**src/rtl/tt_load_queue_if.sv**
```systemverilog
// Issue / memory-response / writeback bus of the load queue.
// The master modport is the pipeline side, the slave modport is the queue itself.
interface tt_load_queue_if #(
    parameter int DEPTH  = 8,
    parameter int DATA_W = 256,
    parameter int INFO_W = 77
);
    localparam int IDX_W = $clog2(DEPTH);

    logic              i_flush;
    logic              i_alloc_valid;
    logic [INFO_W-1:0] i_alloc_info;
    logic              o_alloc_ready;
    logic [IDX_W-1:0]  o_alloc_lqid;
    logic              i_resp_valid;
    logic [IDX_W-1:0]  i_resp_lqid;
    logic [DATA_W-1:0] i_resp_data;
    logic              o_resp_err;
    logic              o_ret_valid;
    logic              i_ret_ready;
    logic [INFO_W-1:0] o_ret_info;
    logic [DATA_W-1:0] o_ret_data;
    logic [IDX_W-1:0]  o_ret_lqid;
    logic [IDX_W:0]    o_count;
    logic              o_empty;
    logic              o_full;

    modport master (
        output i_flush, i_alloc_valid, i_alloc_info, i_resp_valid, i_resp_lqid,
               i_resp_data, i_ret_ready,
        input  o_alloc_ready, o_alloc_lqid, o_resp_err, o_ret_valid, o_ret_info,
               o_ret_data, o_ret_lqid, o_count, o_empty, o_full
    );

    modport slave (
        input  i_flush, i_alloc_valid, i_alloc_info, i_resp_valid, i_resp_lqid,
               i_resp_data, i_ret_ready,
        output o_alloc_ready, o_alloc_lqid, o_resp_err, o_ret_valid, o_ret_info,
               o_ret_data, o_ret_lqid, o_count, o_empty, o_full
    );
endinterface

```
**src/rtl/tt_load_queue.sv**
```systemverilog
// In-order load queue: entries are allocated at issue, completed out of order by
// memory responses, and retired to writeback strictly in allocation order.
module tt_load_queue #(
    parameter int DEPTH        = 8,
    parameter int DATA_W       = 256,
    parameter int INFO_W       = 77,
    parameter int LOAD_BIT     = 0,
    parameter int VEC_LOAD_BIT = 1,
    parameter int VL_ZERO_BIT  = 2
) (
    input  logic           i_clk,
    input  logic           i_reset_n,
    tt_load_queue_if.slave lq
);
    localparam int IDX_W = $clog2(DEPTH);
    localparam int PTR_W = IDX_W + 1;

    localparam logic [1:0] ST_FREE    = 2'd0;
    localparam logic [1:0] ST_PENDING = 2'd1;
    localparam logic [1:0] ST_DONE    = 2'd2;

    logic [1:0]        state_q [DEPTH];
    logic [1:0]        state_d [DEPTH];
    logic [INFO_W-1:0] info_q  [DEPTH];
    logic [INFO_W-1:0] info_d  [DEPTH];
    logic [DATA_W-1:0] data_q  [DEPTH];
    logic [DATA_W-1:0] data_d  [DEPTH];
    logic [PTR_W-1:0]  wr_ptr_q, wr_ptr_d;
    logic [PTR_W-1:0]  rd_ptr_q, rd_ptr_d;
    logic              resp_err_q, resp_err_d;

    logic [IDX_W-1:0]  wr_idx, rd_idx;
    logic              empty, full, alloc_ready, alloc_fire, alloc_pending;
    logic              ret_valid, ret_fire;

    assign wr_idx        = wr_ptr_q[IDX_W-1:0];
    assign rd_idx        = rd_ptr_q[IDX_W-1:0];
    assign empty         = (wr_ptr_q == rd_ptr_q);
    assign full          = (wr_idx == rd_idx) && (wr_ptr_q[IDX_W] != rd_ptr_q[IDX_W]);
    assign alloc_ready   = !full && !lq.i_flush;
    assign alloc_fire    = lq.i_alloc_valid && alloc_ready;
    assign alloc_pending = (lq.i_alloc_info[LOAD_BIT] || lq.i_alloc_info[VEC_LOAD_BIT])
                           && !lq.i_alloc_info[VL_ZERO_BIT];
    assign ret_valid     = !empty && (state_q[rd_idx] == ST_DONE);
    assign ret_fire      = ret_valid && lq.i_ret_ready;

    // Allocate, respond and retire always touch distinct entries (FREE, PENDING
    // and DONE respectively), so their updates never collide.
    always_comb begin
        state_d    = state_q;
        info_d     = info_q;
        data_d     = data_q;
        wr_ptr_d   = wr_ptr_q;
        rd_ptr_d   = rd_ptr_q;
        resp_err_d = 1'b0;
        if (lq.i_flush) begin
            for (int i = 0; i < DEPTH; i++) state_d[i] = ST_FREE;
            wr_ptr_d = '0;
            rd_ptr_d = '0;
        end else begin
            if (alloc_fire) begin
                state_d[wr_idx] = alloc_pending ? ST_PENDING : ST_DONE;
                info_d[wr_idx]  = lq.i_alloc_info;
                data_d[wr_idx]  = '0;
                wr_ptr_d        = wr_ptr_q + PTR_W'(1);
            end
            if (lq.i_resp_valid) begin
                if (state_q[lq.i_resp_lqid] == ST_PENDING) begin
                    state_d[lq.i_resp_lqid] = ST_DONE;
                    data_d[lq.i_resp_lqid]  = lq.i_resp_data;
                end else begin
                    resp_err_d = 1'b1;
                end
            end
            if (ret_fire) begin
                state_d[rd_idx] = ST_FREE;
                rd_ptr_d        = rd_ptr_q + PTR_W'(1);
            end
        end
    end

    always_ff @(posedge i_clk or negedge i_reset_n) begin
        if (!i_reset_n) begin
            for (int i = 0; i < DEPTH; i++) state_q[i] <= ST_FREE;
            wr_ptr_q   <= '0;
            rd_ptr_q   <= '0;
            resp_err_q <= 1'b0;
        end else begin
            state_q    <= state_d;
            wr_ptr_q   <= wr_ptr_d;
            rd_ptr_q   <= rd_ptr_d;
            resp_err_q <= resp_err_d;
        end
    end

    // Payload storage needs no reset: it is only visible through a DONE head.
    always_ff @(posedge i_clk) begin
        info_q <= info_d;
        data_q <= data_d;
    end

    assign lq.o_alloc_ready = alloc_ready;
    assign lq.o_alloc_lqid  = wr_idx;
    assign lq.o_resp_err    = resp_err_q;
    assign lq.o_ret_valid   = ret_valid;
    assign lq.o_ret_lqid    = rd_idx;
    assign lq.o_ret_info    = ret_valid ? info_q[rd_idx] : '0;
    assign lq.o_ret_data    = ret_valid ? data_q[rd_idx] : '0;
    assign lq.o_count       = wr_ptr_q - rd_ptr_q;
    assign lq.o_empty       = empty;
    assign lq.o_full        = full;
endmodule

```
**src/flat_wrapper.sv**
```systemverilog
// flat-port wrapper written by rule: the top's interface ports become plain ports
module tt_load_queue_flat 
#(
    parameter int DEPTH        = 8,
    parameter int DATA_W       = 256,
    parameter int INFO_W       = 77,
    parameter int LOAD_BIT     = 0,
    parameter int VEC_LOAD_BIT = 1,
    parameter int VL_ZERO_BIT  = 2
)
  (i_clk, i_reset_n, lq_i_flush, lq_i_alloc_valid, lq_i_alloc_info, lq_i_resp_valid, lq_i_resp_lqid, lq_i_resp_data, lq_i_ret_ready, lq_o_alloc_ready, lq_o_alloc_lqid, lq_o_resp_err, lq_o_ret_valid, lq_o_ret_info, lq_o_ret_data, lq_o_ret_lqid, lq_o_count, lq_o_empty, lq_o_full);
  tt_load_queue_if #(.DEPTH(DEPTH), .DATA_W(DATA_W), .INFO_W(INFO_W)) lq_i ();
  input  logic i_clk;
  input  logic i_reset_n;
  input wire logic [$bits(lq_i.i_flush)-1:0] lq_i_flush;
  input wire logic [$bits(lq_i.i_alloc_valid)-1:0] lq_i_alloc_valid;
  input wire logic [$bits(lq_i.i_alloc_info)-1:0] lq_i_alloc_info;
  input wire logic [$bits(lq_i.i_resp_valid)-1:0] lq_i_resp_valid;
  input wire logic [$bits(lq_i.i_resp_lqid)-1:0] lq_i_resp_lqid;
  input wire logic [$bits(lq_i.i_resp_data)-1:0] lq_i_resp_data;
  input wire logic [$bits(lq_i.i_ret_ready)-1:0] lq_i_ret_ready;
  output wire logic [$bits(lq_i.o_alloc_ready)-1:0] lq_o_alloc_ready;
  output wire logic [$bits(lq_i.o_alloc_lqid)-1:0] lq_o_alloc_lqid;
  output wire logic [$bits(lq_i.o_resp_err)-1:0] lq_o_resp_err;
  output wire logic [$bits(lq_i.o_ret_valid)-1:0] lq_o_ret_valid;
  output wire logic [$bits(lq_i.o_ret_info)-1:0] lq_o_ret_info;
  output wire logic [$bits(lq_i.o_ret_data)-1:0] lq_o_ret_data;
  output wire logic [$bits(lq_i.o_ret_lqid)-1:0] lq_o_ret_lqid;
  output wire logic [$bits(lq_i.o_count)-1:0] lq_o_count;
  output wire logic [$bits(lq_i.o_empty)-1:0] lq_o_empty;
  output wire logic [$bits(lq_i.o_full)-1:0] lq_o_full;
  assign lq_i.i_flush = lq_i_flush;
  assign lq_i.i_alloc_valid = lq_i_alloc_valid;
  assign lq_i.i_alloc_info = lq_i_alloc_info;
  assign lq_i.i_resp_valid = lq_i_resp_valid;
  assign lq_i.i_resp_lqid = lq_i_resp_lqid;
  assign lq_i.i_resp_data = lq_i_resp_data;
  assign lq_i.i_ret_ready = lq_i_ret_ready;
  assign lq_o_alloc_ready = lq_i.o_alloc_ready;
  assign lq_o_alloc_lqid = lq_i.o_alloc_lqid;
  assign lq_o_resp_err = lq_i.o_resp_err;
  assign lq_o_ret_valid = lq_i.o_ret_valid;
  assign lq_o_ret_info = lq_i.o_ret_info;
  assign lq_o_ret_data = lq_i.o_ret_data;
  assign lq_o_ret_lqid = lq_i.o_ret_lqid;
  assign lq_o_count = lq_i.o_count;
  assign lq_o_empty = lq_i.o_empty;
  assign lq_o_full = lq_i.o_full;
  tt_load_queue #(.DEPTH(DEPTH), .DATA_W(DATA_W), .INFO_W(INFO_W), .LOAD_BIT(LOAD_BIT), .VEC_LOAD_BIT(VEC_LOAD_BIT), .VL_ZERO_BIT(VL_ZERO_BIT)) u_core (.i_clk(i_clk), .i_reset_n(i_reset_n), .lq(lq_i));
endmodule
```
**config.mk**
```make
export PLATFORM = sky130hd
export DESIGN_NAME = tt_load_queue_flat
export DESIGN_NICKNAME = d
export VERILOG_FILES = /design/src/rtl/tt_load_queue_if.sv /design/src/rtl/tt_load_queue.sv /design/src/flat_wrapper.sv
export SDC_FILE = /design/constraint.sdc
export NUM_CORES = 2
export LEC_CHECK = 0
export ABC_CLOCK_PERIOD_IN_PS = 10200
export CAP_MARGIN = 5
export CORE_MARGIN = 5
export CORE_UTILIZATION = 36
export DETAILED_ROUTE_END_ITERATION = 8
export PLACE_DENSITY_LB_ADDON = 0.12
export SYNTH_ARGS = -nofsm -noshare
export SYNTH_HDL_FRONTEND = slang
export SYNTH_SLANG_ARGS = --single-unit
```
**constraint.sdc**
```tcl
create_clock -name i_clk -period 10.2 [get_ports i_clk]
set_input_delay 2.04 -clock i_clk [delete_from_list [all_inputs] [get_ports i_clk]]
set_output_delay 2.04 -clock i_clk [all_outputs]
set_load 0.03 [all_outputs]
```
==> Word level (Yosys, flattened, before mapping) <==
Cells that the tools add are included.
{ "word_totals": {"register_bits": 2689, "latchBits": 0, "ramBits": 0, "rom_bits": 0, "inputBits": 342, "out_inout_bits": 348, "word_cells": 117, "mem_count": 0} }
{ "classes": {"add_sub_neg": 3, "mul": 0, "div_mod_pow": 0, "magnitude_cmp": 6, "n_eq_ne": 5, "shift": 0, "muxes": 48, "bitwise_logic": 11, "reduce_logical": 17} }
{ "op_table": {"columns": ["op", "n"], "rows": [
  ["$mux W2048", 4],
  ["$and A2048 B2048 Y2048", 1],
  ["$bwmux W2048", 1],
  ["$not A2048 Y2048", 1],
  ["$demux W256 S3", 2],
  ["$mux W256", 5],
  ["$bmux W256 S3", 1],
  ["$bwmux W616", 1],
  ["$mux W77", 4],
  ["$bmux W77 S3", 1],
  ["$demux W77 S3", 1],
  ["$mux W16", 7],
  ["$demux W2 S3", 3],
  ["$and A16 B16 Y16", 1],
  ["$bwmux W16", 1],
  ["$mux W2", 8],
  ["$mux W4", 4],
  ["$not A16 Y16", 1],
  ["$bmux W2 S3", 2],
  ["$ge A4 B4 Y1 const B", 3],
  ["$lt A4 B1 Y1 const B", 3],
  ["$not A3 Y4", 3],
  ["$logic_and A1 B1 Y1", 9],
  ["$add A4 B1 Y4 const B", 2],
  ["15 further kinds", 21]
]} }

==> Logic depth before layout (Yosys ltp) <==
{ "depth": {"depth_word": 15, "ltp_mapped": 13, "depth_no_buf": 7} }

==> Least setup slack after synthesis <==
No wires, ideal clock.
{ "synth_path": {"kind": "input to register", "startpoint": "input port lq_i_flush", "endpoint": "register u_core.data_q[728] in the netlist's numbering, data pin", "setup_time_ns": 0.256, "arrival_time_ns": 53.226, "required_ns": 9.944, "path_slack_ns": -43.282, "cell_stages": 7, "path_buffers": 2, "path_cell_list": "inv_1 > nand2_2 > nor3_2 > nor2_1 > buf_2 > buf_2 > a22o_1"} }
{ "synth_via": {"elab_chain_len": 8} }
{ "synth_rtl": {"columns": ["item", "line", "text"], "rows": [
  ["start: declaration", "flat_wrapper.sv:15", "input wire logic [$bits(lq_i.i_flush)-1:0] lq_i_flush;"],
  ["$logic_not A1 Y1 (*)", "tt_load_queue.sv:40", "assign alloc_ready = !full && !lq.i_flush;"],
  ["$logic_and A1 B1 Y1 (*)", "tt_load_queue.sv:40", null],
  ["$logic_and A1 B1 Y1 (*)", "tt_load_queue.sv:41", "assign alloc_fire = lq.i_alloc_valid && alloc_ready;"],
  ["$mux W2048 (*)", "tt_load_queue.sv:61", "if (alloc_fire) begin"],
  ["$mux W2048 (*)", "tt_load_queue.sv:56", "if (lq.i_flush) begin"],
  ["$bwmux W2048", "tt_load_queue.sv:70", "data_d[lq.i_resp_lqid] = lq.i_resp_data;"],
  ["$mux W2048", "tt_load_queue.sv:68", "if (state_q[lq.i_resp_lqid] == ST_PENDING) begin"],
  ["$mux W2048 (*)", "tt_load_queue.sv:67", "if (lq.i_resp_valid) begin"],
  ["end signal: assignment", "tt_load_queue.sv:99", "data_q <= data_d;"],
  ["end: declaration", "tt_load_queue.sv:26", "logic [DATA_W-1:0] data_q [DEPTH];"]
]} }
Mark *: on every way between the ends. The rest lies on a longest branch, timed or not. The select of a mux whose other input is x is not followed.
A chain may end at the register's enable or synchronous reset.

==> Final worst setup path <==
{ "layout_path": {"startpoint": "register u_core.rd_ptr_q[2]", "endpoint": "output port lq_o_ret_info[71]"} }
{ "layout_via": {"elab_chain_len": 7, "elab_cells_between_ends": 12, "classes_between": "eq/ne: 2; mux: 7; bitwise: 1; reduce/logical: 2"} }
{ "layout_rtl": {"columns": ["item", "line", "text"], "rows": [
  ["start: declaration", "tt_load_queue.sv:29", "logic [PTR_W-1:0] rd_ptr_q, rd_ptr_d;"],
  ["start signal: assignment", "tt_load_queue.sv:91", "rd_ptr_q <= rd_ptr_d;"],
  ["$not A3 Y4 (implied by the code)", "tt_load_queue.sv:44, tt_load_queue.sv:107", null],
  ["$bmux W2 S3", "tt_load_queue.sv:44", "assign ret_valid = !empty && (state_q[rd_idx] == ST_DONE);"],
  ["$mux W2 (implied by the code) (2 in a row)", "tt_load_queue.sv:44", null],
  ["$eq A2 B2 Y1", "tt_load_queue.sv:44", null],
  ["$logic_and A1 B1 Y1", "tt_load_queue.sv:44", null],
  ["$mux W77 (*)", "tt_load_queue.sv:107", "assign lq.o_ret_info = ret_valid ? info_q[rd_idx] : '0;"],
  ["end: declaration", "flat_wrapper.sv:26", "output wire logic [$bits(lq_i.o_ret_info)-1:0] lq_o_ret_info;"]
]} }
Marked as above.

==> metrics.sh <==
STATUS='complete, no violations'
HTREEDEPTH=5
TOTAL_POWER_CONSUMPTION_uW=26400
POWERDENSITY_nW_PER_UM2=189
CELL_TYPE_CONTRIBUTING_THE_MOST_TOTAL_CELL_AREA_AFTER_SYNTHESIS='sky130_fd_sc_hd__edfxtp_1'
TIMING.CLOCK.SKEW_PS=36.6
POST_SYNTH_MAIN_AREA_CONTRIBUTORS='sky130_fd_sc_hd__edfxtp_1 67%, sky130_fd_sc_hd__a22o_1 15%, sky130_fd_sc_hd__o22ai_1 3.2%, sky130_fd_sc_hd__nor4_2 2.1%, sky130_fd_sc_hd__o221ai_1 1.9%'
SEQ_AREA_FRAC_SYNTH=0.674
GP_CONGESTION=0.774
GRT_USE_TOTAL=0.253
POWER.LEAKAGE_uW=0.0499
DIE-WIDTH_UM=587
FINAL-MAX-SLEW-VIOLATION-COUNT=0
FINAL.FILL_COUNT=29500
WORST-SLEW-PIN-TRANSITION_PS=1400
ROUTED_METAL_1_WIRE_LENGTH_UM=191000
MIN_PERIOD_PS=8410
RELSLEWSLACK=0.0393
POST_SYNTH_INSTANCE_AREA_UM2=120000
WORSTSKEWPAIRLATENCY_PS=930
PLACE_HPWL_UM=227000
CRIT_PATH_MAX_FANOUT=58
CAP_VIOL_MAX_COUNT=0
CTS.ROOT.BUFFER_CELL='sky130_fd_sc_hd__clkbuf_16'
NUMBER_OF_DETAILED_ROUTE_ITERATIONS_IN_THE_FIRST_PASS=6
MEAN_INSTANCE_SIZE_IN_THE_SYNTHESIZED_NETLIST_UM2=15.2
VIAS=83600
ROWS=211
COUNT_OF_INPUT_AND_OUTPUT_BUFFERS=689
SYNTH-WARNING-COUNT=0
FINAL_LAYOUT_SIZE_SUFFIX_GT1_FRAC=0.114
CRITICAL_PATH.STARTPOINT_TYPE='flop'
WIRE_LENGTH_OF_THE_FIRST_GLOBAL_ROUTING_PASS_UM=649000
MAXUSEDROUTINGLAYER='met5'
RSZ_0062_RAISED_AFTER_GLOBAL_ROUTING='no'
FINALHOLDVIOLCOUNT=0
CRITICAL_PATH_REQUIRED_PS=8160
BUFFERS_INSERTED_BY_POST_CTS_TIMING_REPAIR=0
FLOORPLAN.DIE_AREA_UM2=344000
POSTCTSRESIZEDCELLS=0
CTS-BUFFERS-INSERTED=319
GRT_OVERFLOW=0
FINALNETCOUNT=8323
CRITICAL_PATH_CLASS='reg2out'
SYNTH_FP_NETS=8212
FINALSETUPVIOLCOUNT=0
AREA.GROWTH.SYNTH_TO_FINAL_PCT=16.5
WIRELENGTH_UM=460000
HOLD_PATH.CLASS='reg2reg'
POSTPLACECELLAREA_UM2=129000
INITIAL_UTILIZATION=0.362
DRTANTENNAVIOLNETS=0
CTS_MAX_PATH_BUFFERS=4
VIAS_PER_CELL=6.62
MULTIINPUTGATEAREA_UM2=34400
CORE_UM2=331000
LARGEST_NET_DEGREE_AT_THE_START_OF_GLOBAL_ROUTING=192
FINAL_CELL_COUNT_WITHOUT_FILLERS=12600
GRT_PASS1_VIAS=83500
CLK_PIN_SLEW_WORST_PATHS_PS=60
DRC_ERRORS=0
TIMING.CRITICAL_PATH.ARRIVAL_PS=6370
YS_FF_LATCH=2689
YOSYSTOPAREACELLSHARE=0.668
AVERAGE_WIRE_PER_CELL_IN_THE_ROUTED_DESIGN_UM=36.4
SYNTH-ASYNC-RESET-RATIO=0.00930
IOS=690
FP.DIEH_UM=587
MET2_LENGTH_UM=212000
GRT_ANTENNA_BEFORE_REPAIR=107
SYNTH_ENABLE_FLOP_CELLS=2664
CTS_TREE='done'
LAYOUT_WORST_PATH_CYCLE_SHARE=0.825
FIRST_ITER_VIOLATIONS=8844
ENDPOINT_KIND='output pin'
MET3_LENGTH_UM=40500
FINAL_TNS_SETUP_PS=0
IRDROPWORSTVDD_V=0.000150
MAXCLOCKFREQUENCY_GHz=0.119
SYNTHESIS.INSTANCES=7864
FINALHOLDWORSTSLACK_PS=567
HOLD_BUFFERS=0
NUMBER_OF_SINKS_HANDLED_BY_CLOCK_TREE_SYNTHESIS=2689
SYNTH-MAIN-FF-CELL='sky130_fd_sc_hd__edfxtp_1'
POSTLAYOUTCELLAREA_UM2=139000
PLACED_CELLS=12000
POST_SYNTH_NUM_CELL_TYPES=69
FINAL-SEQ-AREA_UM2=80600
routing by layer:
metal | vias up | global-route usage
li1 | 33800 | -
met4 | 80 | 0.0879
met2 | 4485 | 0.401
met3 | 825 | 0.0616
met5 | - | 0
met1 | 44400 | 0.341
state kept, by name, indices dropped and copies added (netlist names):
signal                count
u_core.info_q           616
u_core.wr_ptr_q           4
u_core.data_q          2048
u_core.rd_ptr_q           4
u_core.lq.o_resp_err      1
u_core.state_q           16
per-stage QoR:
step | setup WS [ps] | utilization
after floorplan | -25900 | -
after global placement | 2610 | 0.391
after detailed placement | 2680 | 0.391
after CTS | 1650 | 0.421
after global routing | 1710 | 0.421
final | 1790 | 0.422
cell usage after synthesis (3+ instances only):
cell type / number
sky130_fd_sc_hd__nor3_1: 16
sky130_fd_sc_hd__buf_1: 323
sky130_fd_sc_hd__a21oi_1: 48
sky130_fd_sc_hd__o221ai_1: 266
sky130_fd_sc_hd__nand3_1: 5
sky130_fd_sc_hd__nor4_1: 35
sky130_fd_sc_hd__mux4_2: 33
sky130_fd_sc_hd__o22a_1: 234
sky130_fd_sc_hd__a31oi_1: 3
sky130_fd_sc_hd__nand2_1: 44
sky130_fd_sc_hd__nor2_1: 170
sky130_fd_sc_hd__or4_1: 26
sky130_fd_sc_hd__buf_6: 28
sky130_fd_sc_hd__xnor2_1: 3
sky130_fd_sc_hd__mux2_2: 47
sky130_fd_sc_hd__nor2_2: 3
sky130_fd_sc_hd__a2111oi_0: 48
sky130_fd_sc_hd__buf_2: 334
sky130_fd_sc_hd__a22o_1: 2048
sky130_fd_sc_hd__inv_1: 14
sky130_fd_sc_hd__a211oi_1: 29
sky130_fd_sc_hd__nand2b_1: 8
sky130_fd_sc_hd__o21ai_0: 33
sky130_fd_sc_hd__ha_1: 5
sky130_fd_sc_hd__edfxtp_1: 2664
sky130_fd_sc_hd__mux2i_1: 95
sky130_fd_sc_hd__nor3_2: 6
sky130_fd_sc_hd__nor2_4: 3
sky130_fd_sc_hd__buf_4: 36
sky130_fd_sc_hd__nor4_4: 6
sky130_fd_sc_hd__or2_2: 4
sky130_fd_sc_hd__nor4_2: 200
sky130_fd_sc_hd__nor2b_1: 5
sky130_fd_sc_hd__nor3_4: 3
sky130_fd_sc_hd__o22ai_1: 615
sky130_fd_sc_hd__a221oi_1: 10
sky130_fd_sc_hd__dfrtp_1: 25
sky130_fd_sc_hd__or3_1: 7
sky130_fd_sc_hd__clkbuf_1: 346
layout by cell type, fill, tap and decap left out, types with 13 or more instances in the layout:
cell and instances:
sky130_fd_sc_hd__inv_1 13, sky130_fd_sc_hd__clkdlybuf4s50_1 688, sky130_fd_sc_hd__buf_12 47, sky130_fd_sc_hd__o22a_1 234, sky130_fd_sc_hd__clkbuf_16 325, sky130_fd_sc_hd__o21ai_0 33
sky130_fd_sc_hd__buf_4 118, sky130_fd_sc_hd__a21oi_1 48, sky130_fd_sc_hd__nor2_1 166, sky130_fd_sc_hd__mux2_2 47, sky130_fd_sc_hd__o22ai_1 615, sky130_fd_sc_hd__clkinv_1 61
sky130_fd_sc_hd__dfrtp_1 22, sky130_fd_sc_hd__nor4_1 35, sky130_fd_sc_hd__diode_2 48, sky130_fd_sc_hd__nor4_2 200, sky130_fd_sc_hd__inv_6 14, sky130_fd_sc_hd__nor3_1 16
sky130_fd_sc_hd__edfxtp_1 2664, sky130_fd_sc_hd__or4_1 26, sky130_fd_sc_hd__mux2i_1 95, sky130_fd_sc_hd__a2111oi_0 46, sky130_fd_sc_hd__clkinv_2 46, sky130_fd_sc_hd__o221ai_1 266
sky130_fd_sc_hd__bufinv_16 27, sky130_fd_sc_hd__nand2_1 43, sky130_fd_sc_hd__a211oi_1 29, sky130_fd_sc_hd__a22o_1 2048, sky130_fd_sc_hd__mux4_2 33, sky130_fd_sc_hd__clkbuf_1 68
kinds of logic after synthesis:
logic type / share of synthesized area
compound gates: 0.230
flops: 0.674
buf+inv: 0.0403
simple gates: 0.0364
mux: 0.0186
fa+ha+maj: 0.000690
xor+xnor: 0.000523
worst max-delay path: stages, from the launching register on:
cell	delay, ps
sky130_fd_sc_hd__dfrtp_4	860
sky130_fd_sc_hd__buf_4	650
sky130_fd_sc_hd__nor2b_1	460
sky130_fd_sc_hd__a2bb2oi_1	220
sky130_fd_sc_hd__a21o_4	540
sky130_fd_sc_hd__buf_4	580
sky130_fd_sc_hd__a2111oi_0	1220
sky130_fd_sc_hd__clkdlybuf4s50_1	870
power breakdown:
| part | switching, uW | leakage, uW | total (uW) | internal [uW] |
|---|---|---|---|---|
| combinational | 1130 | 0.0189 | 1950 | 827 |
| clock | 4780 | 0.00489 | 11300 | 6530 |
| sequential | 303 | 0.0261 | 13200 | 12800 |
| total | 6210 | 0.0499 | 26400 | 20200 |
path summary, 6_finish.rpt:
path,endpoint,start,slack (ps),cells after the start
max,lq_o_ret_info[71],u_core.rd_ptr_q[2]$_DFFE_PN0P_,1790,7
max reg2reg,u_core.data_q[1132]$_DFFE_PN_,u_core.rd_ptr_q[2]$_DFFE_PN0P_,4950,10
min reg2reg,u_core.data_q[426]$_DFFE_PN_,u_core.data_q[426]$_DFFE_PN_,570,1
min in group asynchronous,u_core.state_q[3]$_DFF_PN0_,i_reset_n,1520,2
min,u_core.data_q[426]$_DFFE_PN_,u_core.data_q[426]$_DFFE_PN_,570,1
max in group asynchronous,u_core.rd_ptr_q[1]$_DFFE_PN0P_,i_reset_n,8360,2
final cells by class:
cell class | count | area share
well taps | 4366 | 0.0392
inverters | 15 | 0.000431
clock buffers | 393 | 0.0601
multi-input cells | 4092 | 0.247
flip-flops and latches | 2689 | 0.578
clock inverters | 171 | 0.0119
diodes | 48 | 0.000861
repair buffers | 858 | 0.0627
Note: power is estimated with default switching activity, not from simulation.
